$ cat config.mk
export PLATFORM = sky130hd
export DESIGN_NAME = timer_control
export DESIGN_NICKNAME = d
export VERILOG_FILES = /design/src/rtl/timer_pkg.sv /design/src/rtl/edge_sync.sv /design/src/rtl/timer_control.sv
export SDC_FILE = /design/constraint.sdc
export NUM_CORES = 1
export LEC_CHECK = 0
export ABC_CLOCK_PERIOD_IN_PS = 2400
export CORE_MARGIN = 2
export CORE_UTILIZATION = 38
export CTS_CLUSTER_SIZE = 12
export DETAILED_ROUTE_END_ITERATION = 10
export PLACE_DENSITY = 0.78
export SLEW_MARGIN = 20
export SYNTH_ARGS = -nofsm -noshare
export SYNTH_HDL_FRONTEND = slang
export SYNTH_SLANG_ARGS = --single-unit
$ cat constraint.sdc
create_clock -name inputClock -period 2.4 [get_ports inputClock]
set_input_delay 0.48 -clock inputClock [delete_from_list [all_inputs] [get_ports inputClock]]
set_output_delay 0.48 -clock inputClock [all_outputs]
set_load 0.03 [all_outputs]
$ cat src/rtl/timer_pkg.sv
// Shared constants for the stopwatch/countdown timer.
// State encoding plus default digit geometry of the counter cascade.
package timer_pkg;

   localparam int DIGITS_DEF      = 4;
   localparam int DIGIT_WIDTH_DEF = 4;

   localparam logic [2:0] ST_CLEARING = 3'd0;
   localparam logic [2:0] ST_IDLE     = 3'd1;
   localparam logic [2:0] ST_RUNNING  = 3'd2;
   localparam logic [2:0] ST_PAUSED   = 3'd3;
   localparam logic [2:0] ST_EXPIRED  = 3'd4;

   typedef enum logic [2:0] {
      CLEARING = ST_CLEARING,
      IDLE     = ST_IDLE,
      RUNNING  = ST_RUNNING,
      PAUSED   = ST_PAUSED,
      EXPIRED  = ST_EXPIRED
   } state_t;

endpackage

$ cat src/rtl/edge_sync.sv
// Button conditioner: SYNC_STAGES-deep synchronizer plus rising-edge pulse.
// Ports: clk, rst_n (async low), raw (async button), pulse (one cycle per press).
module edge_sync #(
   parameter int SYNC_STAGES = 2
) (
   input  logic clk,
   input  logic rst_n,
   input  logic raw,
   output logic pulse
);

   logic [SYNC_STAGES-1:0] sync_q;
   logic                   last_q;

   always_ff @(posedge clk or negedge rst_n) begin
      if (!rst_n) begin
         sync_q <= '0;
         last_q <= 1'b0;
      end else begin
         sync_q <= {sync_q[SYNC_STAGES-2:0], raw};
         last_q <= sync_q[SYNC_STAGES-1];
      end
   end

   // Held buttons stay high in sync_q, so only the 0->1 step fires.
   assign pulse = sync_q[SYNC_STAGES-1] & ~last_q;

endmodule

$ cat src/rtl/timer_control.sv
// Sequencer for the cascaded counter chain: buttons, clear pulse, alarm compare.
// Ports: inputClock, nReset, startStop, clear, alarmEnable, target, count -> pause, counterReset_n, alarm, state.
module timer_control
   import timer_pkg::*;
#(
   parameter int DIGITS       = DIGITS_DEF,
   parameter int DIGIT_WIDTH  = DIGIT_WIDTH_DEF,
   parameter int SYNC_STAGES  = 2,
   parameter int CLEAR_CYCLES = 2
) (
   input  logic                          inputClock,
   input  logic                          nReset,
   input  logic                          startStop,
   input  logic                          clear,
   input  logic                          alarmEnable,
   input  logic [DIGITS*DIGIT_WIDTH-1:0] target,
   input  logic [DIGITS*DIGIT_WIDTH-1:0] count,
   output logic                          pause,
   output logic                          counterReset_n,
   output logic                          alarm,
   output logic [2:0]                    state
);

   localparam int CW = $clog2(CLEAR_CYCLES + 1);
   localparam logic [CW-1:0] CLR_LOAD = CW'(CLEAR_CYCLES);
   localparam logic [CW-1:0] CLR_ONE  = CW'(1);

   logic          ss_pulse;
   logic          clr_pulse;
   logic          match;
   state_t        state_q;
   state_t        state_nxt;
   logic [CW-1:0] clr_cnt;
   logic [CW-1:0] clr_cnt_nxt;

   edge_sync #(
      .SYNC_STAGES(SYNC_STAGES)
   ) u_ss_sync (
      .clk  (inputClock),
      .rst_n(nReset),
      .raw  (startStop),
      .pulse(ss_pulse)
   );

   edge_sync #(
      .SYNC_STAGES(SYNC_STAGES)
   ) u_clr_sync (
      .clk  (inputClock),
      .rst_n(nReset),
      .raw  (clear),
      .pulse(clr_pulse)
   );

   // All-zero target means "no alarm programmed".
   assign match = alarmEnable
                & (count == target)
                & (target != '0);

   always_comb begin
      state_nxt   = state_q;
      clr_cnt_nxt = clr_cnt;
      unique case (state_q)
         CLEARING: begin
            if (clr_cnt <= CLR_ONE) state_nxt = IDLE;
            else clr_cnt_nxt = clr_cnt - CLR_ONE;
         end
         IDLE: begin
            if (clr_pulse)     state_nxt = CLEARING;
            else if (ss_pulse) state_nxt = RUNNING;
         end
         RUNNING: begin
            if (clr_pulse)     state_nxt = CLEARING;
            else if (match)    state_nxt = EXPIRED;
            else if (ss_pulse) state_nxt = PAUSED;
         end
         PAUSED: begin
            if (clr_pulse)     state_nxt = CLEARING;
            else if (ss_pulse) state_nxt = RUNNING;
         end
         EXPIRED: begin
            if (clr_pulse | ss_pulse) state_nxt = CLEARING;
         end
         default: state_nxt = CLEARING;
      endcase
      // Every fresh entry into CLEARING gets a full-width clear pulse.
      if (state_nxt == CLEARING && state_q != CLEARING)
         clr_cnt_nxt = CLR_LOAD;
   end

   // Outputs decode next-state so they move on the same edge as state.
   always_ff @(posedge inputClock or negedge nReset) begin
      if (!nReset) begin
         state_q        <= CLEARING;
         clr_cnt        <= CLR_LOAD;
         pause          <= 1'b1;
         counterReset_n <= 1'b0;
         alarm          <= 1'b0;
      end else begin
         state_q        <= state_nxt;
         clr_cnt        <= clr_cnt_nxt;
         pause          <= (state_nxt != RUNNING);
         counterReset_n <= (state_nxt != CLEARING);
         alarm          <= (state_nxt == EXPIRED);
      end
   end

   assign state = state_q;

endmodule

Yosys cells after proc, flatten, opt, wreduce, memory -nomap -nowiden. Cells that the tools add are included. W data, S select, Z words.

Register bits: 14. Bits in latches: 0. RAM bits: 0. Bits in read-only memories: 0. Bits of input ports: 37. Output and inout bits: 6. Memories kept: 0.

Add/subtract/negate cells: 1. Multipliers: 0. Div/mod/pow operators: 0. Order comparisons: 1. Equality and inequality tests: 8. Shift-type cells: 0. Mux-type cells: 11. Bitwise gates (word level): 7. Reductions and logical operators: 9.

Operators with widths (number): $mux W3 (7); $eq A16 B16 Y1 (1); $reduce_bool A16 Y1 (1); $pmux W3 S4 (1); $eq A3 B2 Y1 const B (2); $eq A3 B3 Y1 const B (2); $logic_not A3 Y1 (2); $mux W2 (3); $reduce_bool A3 Y1 (2); $and A1 B1 Y1 (4); $eq A3 B1 Y1 const B (1); $ne A3 B2 Y1 const B (1); $le A2 B1 Y1 const B (1); $ne A2 B1 Y1 const B (1); $not A1 Y1 (2); $reduce_and A2 Y1 (1); $reduce_bool A2 Y1 (1); $reduce_or A2 Y1 (1); $sub A2 B1 Y2 const B (1); $logic_and A1 B1 Y1 (1); $or A1 B1 Y1 (1).

Depth between registers and ports, before layout.
Word-level depth: 10. Depth in mapped cells: 8.

Cells and area by module. A second synthesis with hierarchy kept.

Cell total of the unflattened synthesis: 75. Area, all modules: 803.3 µm².

By module, submodules not included: timer_control (instances 1, cells each 67, area each 625.6 µm², sequential area each 202.7 µm²); edge_sync (instances 2, cells each 4, area each 88.8 µm², sequential area each 75.1 µm²).

Worst setup path after synthesis. Ideal clock, no wire load.

Path type: in2reg. Start: input port count[1]. End: register clr_cnt[0]. Library setup time: 0.134 ns. Arrival time: 1.755 ns. Data required time: 2.266 ns. Slack: 0.511 ns. Cell stages on the path: 6. Buffers on the path: 0. Cells stage by stage: xor2_1 > or3_4 > nor4_4 > a31oi_2 > a211oi_2 > mux2i_1.

Cells in the longest elaborated chain, start to end: 10.

RTL lines: start: declaration (line timer_control.sv:17) `input logic [DIGITS*DIGIT_WIDTH-1:0] count,`; $eq A16 B16 Y1 (*) (line timer_control.sv:56) `& (count == target)`; $and A1 B1 Y1 (*) (line timer_control.sv:56); $and A1 B1 Y1 (*) (line timer_control.sv:57) `& (target != '0);`; $mux W3 (*) (line timer_control.sv:73) `else if (match) state_nxt = EXPIRED;`; $mux W3 (*) (line timer_control.sv:72) `if (clr_pulse) state_nxt = CLEARING;`; $pmux W3 S4 (*) (line timer_control.sv:62) `unique case (state_q)`; named net state_nxt[1] (line timer_control.sv:32) `state_t state_nxt;`; $logic_not A3 Y1 (*) (line timer_control.sv:86) `if (state_nxt == CLEARING && state_q != CLEARING)`; $logic_and A1 B1 Y1 (*) (line timer_control.sv:86); $ne A2 B1 Y1 (no line) / $reduce_bool A2 Y1 (equally long branches); $reduce_and A2 Y1 (no line); end signal: assignment (line timer_control.sv:100) `clr_cnt <= clr_cnt_nxt;`; end: declaration (line timer_control.sv:33) `logic [CW-1:0] clr_cnt;`.

Mark *: on every way through the listed nets, which the timed path passes. The rest lies on a longest branch. A chain may end at the register's enable or synchronous reset.

Worst setup path in the final report.
Start: input port target[5]. End: register clr_cnt[0].

Cells in the longest elaborated chain, start to end: 10.

RTL lines: start: declaration (line timer_control.sv:16) `input logic [DIGITS*DIGIT_WIDTH-1:0] target,`; $eq A16 B16 Y1 (line timer_control.sv:56); $and A1 B1 Y1 (line timer_control.sv:56); $and A1 B1 Y1 (*) (line timer_control.sv:57); $mux W3 (*) (line timer_control.sv:73); $mux W3 (*) (line timer_control.sv:72); $pmux W3 S4 (*) (line timer_control.sv:62); $logic_not A3 Y1 (*) (line timer_control.sv:86); $logic_and A1 B1 Y1 (*) (line timer_control.sv:86); $ne A2 B1 Y1 (no line) / $reduce_bool A2 Y1 (equally long branches); $reduce_and A2 Y1 (no line).

Mark *: on every way between the ends. The rest lies on a longest branch, timed or not.

==> results.toml <==
[status]
outcome = "complete, no violations"

[synthesis]
ys_seq_area_share_pct = 42.9
avgSynthCellArea_um2 = 11.0
yosys-top-cells-area = "dfrtp_1 37%, xnor2_1 11%, xor2_1 7.5%"
netlist_area_um2 = 822
yosys.area.top_type = "dfrtp_1"
synthCells = 75
ys_warn_count = 0
synth_cell_types = 30
yosysTopAreaCellShare_pct = 36.5
ys_seq_elements = 14
syn-num-nets = 113

[worst_setup_path]
crit_family = "simple AND/OR/NAND/NOR gates"
cp.arrival_ns = 2.41
max_stage_delay_ns = 0.44
start_kind = "input port"
crit_fanout = 3
crit_type = "input port to flip-flop"
cp-end-kind = "flip-flop"
critical_path_required_ns = 2.56
critPathSlowestCell = "clkdlybuf4s50_1"
cp_num_buf_inv = 1
crit_chain = "clkdlybuf4s50_1, xor2_1, or3b_1, nor4_1, nand4bb_1, a211oi_2, mux2i_1"

[route]
dr.pass1.iters = 5
num_vias = 791
ant_nets = 0
vias_per_cell = 5.17
route.detailed.drc = 0
wl_per_cell_um = 13.3
drt-initial-drc-count = 13
wirelength_mm = 2.04

[timing]
grt_setup_unrepaired = "no"
fin_skew_ns = 0.00504
tightest_slew_ns = 0.568
slew_headroom_pct = 61.6
period_needed_ns = 2.25
finalHoldViolations = 0
timing.final.crit_share_pct = 93.8
setup_violations = 0
slew_viol_final = 0
fmax_mhz = 444
whs_ns = 0.351

[clocking]
ctsResizeCount = 0
insertion_delay_ns = 0.28
post_cts_hold_buffer_count = 0
cts_setup_buffers = 0
cts_num_sinks = 14
numCtsBuffers = 3
clockBufferDepth = 2
path_clk_slew_ns = 0.08
cts_tree = "done"
cts_max_level = 1
clockRootBuffer = "clkbuf_4"

[floorplanning]
core_area_um2 = 2000
die_x_um = 50.5
rows = 16
start_util_pct = 41.1
die_y_um = 50.5
ios = 43
die-area_um2 = 2550

[power_and_ir_drop]
p_per_area_nw_per_um2 = 670
power.leakage_nw = 0.525
ir_worst_vdd_v = 0.000535

[global_route]
grt_pass1_wl_mm = 3.13
grt_start_max_net_pins = 15
overflow = 0
antenna_found_initial = 0
grt_util_all_layers_pct = 16.4
first_global_vias = 728

[final_layout]
final_area_um2 = 1350
drive_gt1_share_pct = 14.3
syn_to_final_growth_pct = 64.2
final_common_cell = "clkdlybuf4s50_1"
fillers = 148
mostFrequentLayoutCells = "42 x clkdlybuf4s50_1, 12 x dfrtp_1, 10 x xnor2_1, 7 x xor2_1, 6 x nor4_1"
final_nets = 165
diodes = 0

[placed_design]
dpl_cell_area_um2 = 1310
gp_congestion = 0.928
portBuffers = 42
dp_hpwl_mm = 1.74

[run]
maxCapViolations = 0

[hold_path]
worstHoldPathType = "flip-flop to flip-flop"
through the flow:
step | setup TNS, ns | utilization, % | total power, W | worst slack (ns) | std cells
after floorplan | 0 | - | 0.000568 | 0.511 | 75
after global placement | -0.0649 | 65.6 | 0.000735 | -0.0353 | 149
after detailed placement | -0.315 | 65.6 | 0.000741 | -0.132 | 149
after CTS | 0 | 67.4 | 0.000911 | 0.149 | 153
after global routing | 0 | 67.4 | 0.000965 | 0.0256 | 153
final | 0 | 67.4 | 0.000905 | 0.150 | 153
layout make-up:
type	count	area, µm²	area share, %
Tap cell	27	33.8	2.50
Inverter	3	11.3	0.834
Sequential cell	14	353	26.1
Clock buffer	4	36.3	2.69
Timing Repair Buffer	47	458	33.9
Multi-Input combinational cell	58	458	33.9
final timing paths:
check / to / cells after the start / from / slack [ns]
max in group asynchronous: state[1] / 1 / nReset / 1.45
max reg2reg: clr_cnt[0] / 8 / clr_cnt[1] / 0.60
min reg2reg: u_clr_sync.sync_q[1] / 0 / u_clr_sync.sync_q[0] / 0.35
min: u_clr_sync.sync_q[1] / 0 / u_clr_sync.sync_q[0] / 0.35
min in group asynchronous: u_ss_sync.last_q / 1 / nReset / 0.56
max: clr_cnt[0] / 7 / target[5] / 0.15
cell families after synthesis:
| group | after synthesis | share of synthesized area [%] |
|---|---|---|
| buf+inv | 3 | 1.37 |
| compound gates | 8 | 8.37 |
| mux | 1 | 1.22 |
| flops | 14 | 42.9 |
| xor+xnor | 17 | 18.1 |
| simple gates | 31 | 26.5 |
| fa+ha+maj | 1 | 1.52 |
power by group:
part | internal (W) | total (W) | leakage [nW] | switching (W)
Clock | 0.0000924 | 0.000166 | 0.0210 | 0.0000731
Sequential | 0.000294 | 0.000333 | 0.168 | 0.0000389
Combinational | 0.000211 | 0.000406 | 0.335 | 0.000195
Total | 0.000598 | 0.000905 | 0.525 | 0.000307
worst register-to-register path, stage by stage, from the launching register on:
cell	delay, ns
dfstp_2	0.54
inv_1	0.04
ha_1	0.17
nor2b_1	0.20
o22ai_1	0.12
a21oi_1	0.18
nor2_1	0.08
a211oi_2	0.25
mux2i_1	0.11
metal layers:
metal,vias up,GRT usage [%],wire [µm]
li1,387,-,-
met1,364,20.1,872
met2,32,27.2,1020
met3,8,5.65,115
met4,0,4.95,36
met5,-,0,0
cell usage after synthesis:
cell	count
dfrtp_1	12
xnor2_1	10
xor2_1	7
nor4_1	6
nand4_1	4
inv_1	3
nor2b_1	3
nor3_1	3
a21oi_1	2
a31o_2	2
dfstp_2	2
nand3b_1	2
nor2_1	2
a211oi_2	1
a31oi_2	1
and2_1	1
and3_1	1
and4_1	1
ha_1	1
mux2i_1	1
nand2_1	1
nand2b_1	1
nand4bb_1	1
nor4_4	1
nor4b_1	1
o22a_2	1
o22ai_1	1
or3_1	1
or3_4	1
or3b_1	1
state kept, by name, indices dropped and copies added (netlist names):
| signal | count |
|---|---|
| pause | 1 |
| alarm | 1 |
| u_ss_sync.last_q | 1 |
| u_clr_sync.last_q | 1 |
| u_ss_sync.sync_q | 2 |
| u_clr_sync.sync_q | 2 |
| state | 3 |
| clr_cnt | 2 |
| counterReset_n | 1 |
(Power assumes the default switching activity.)
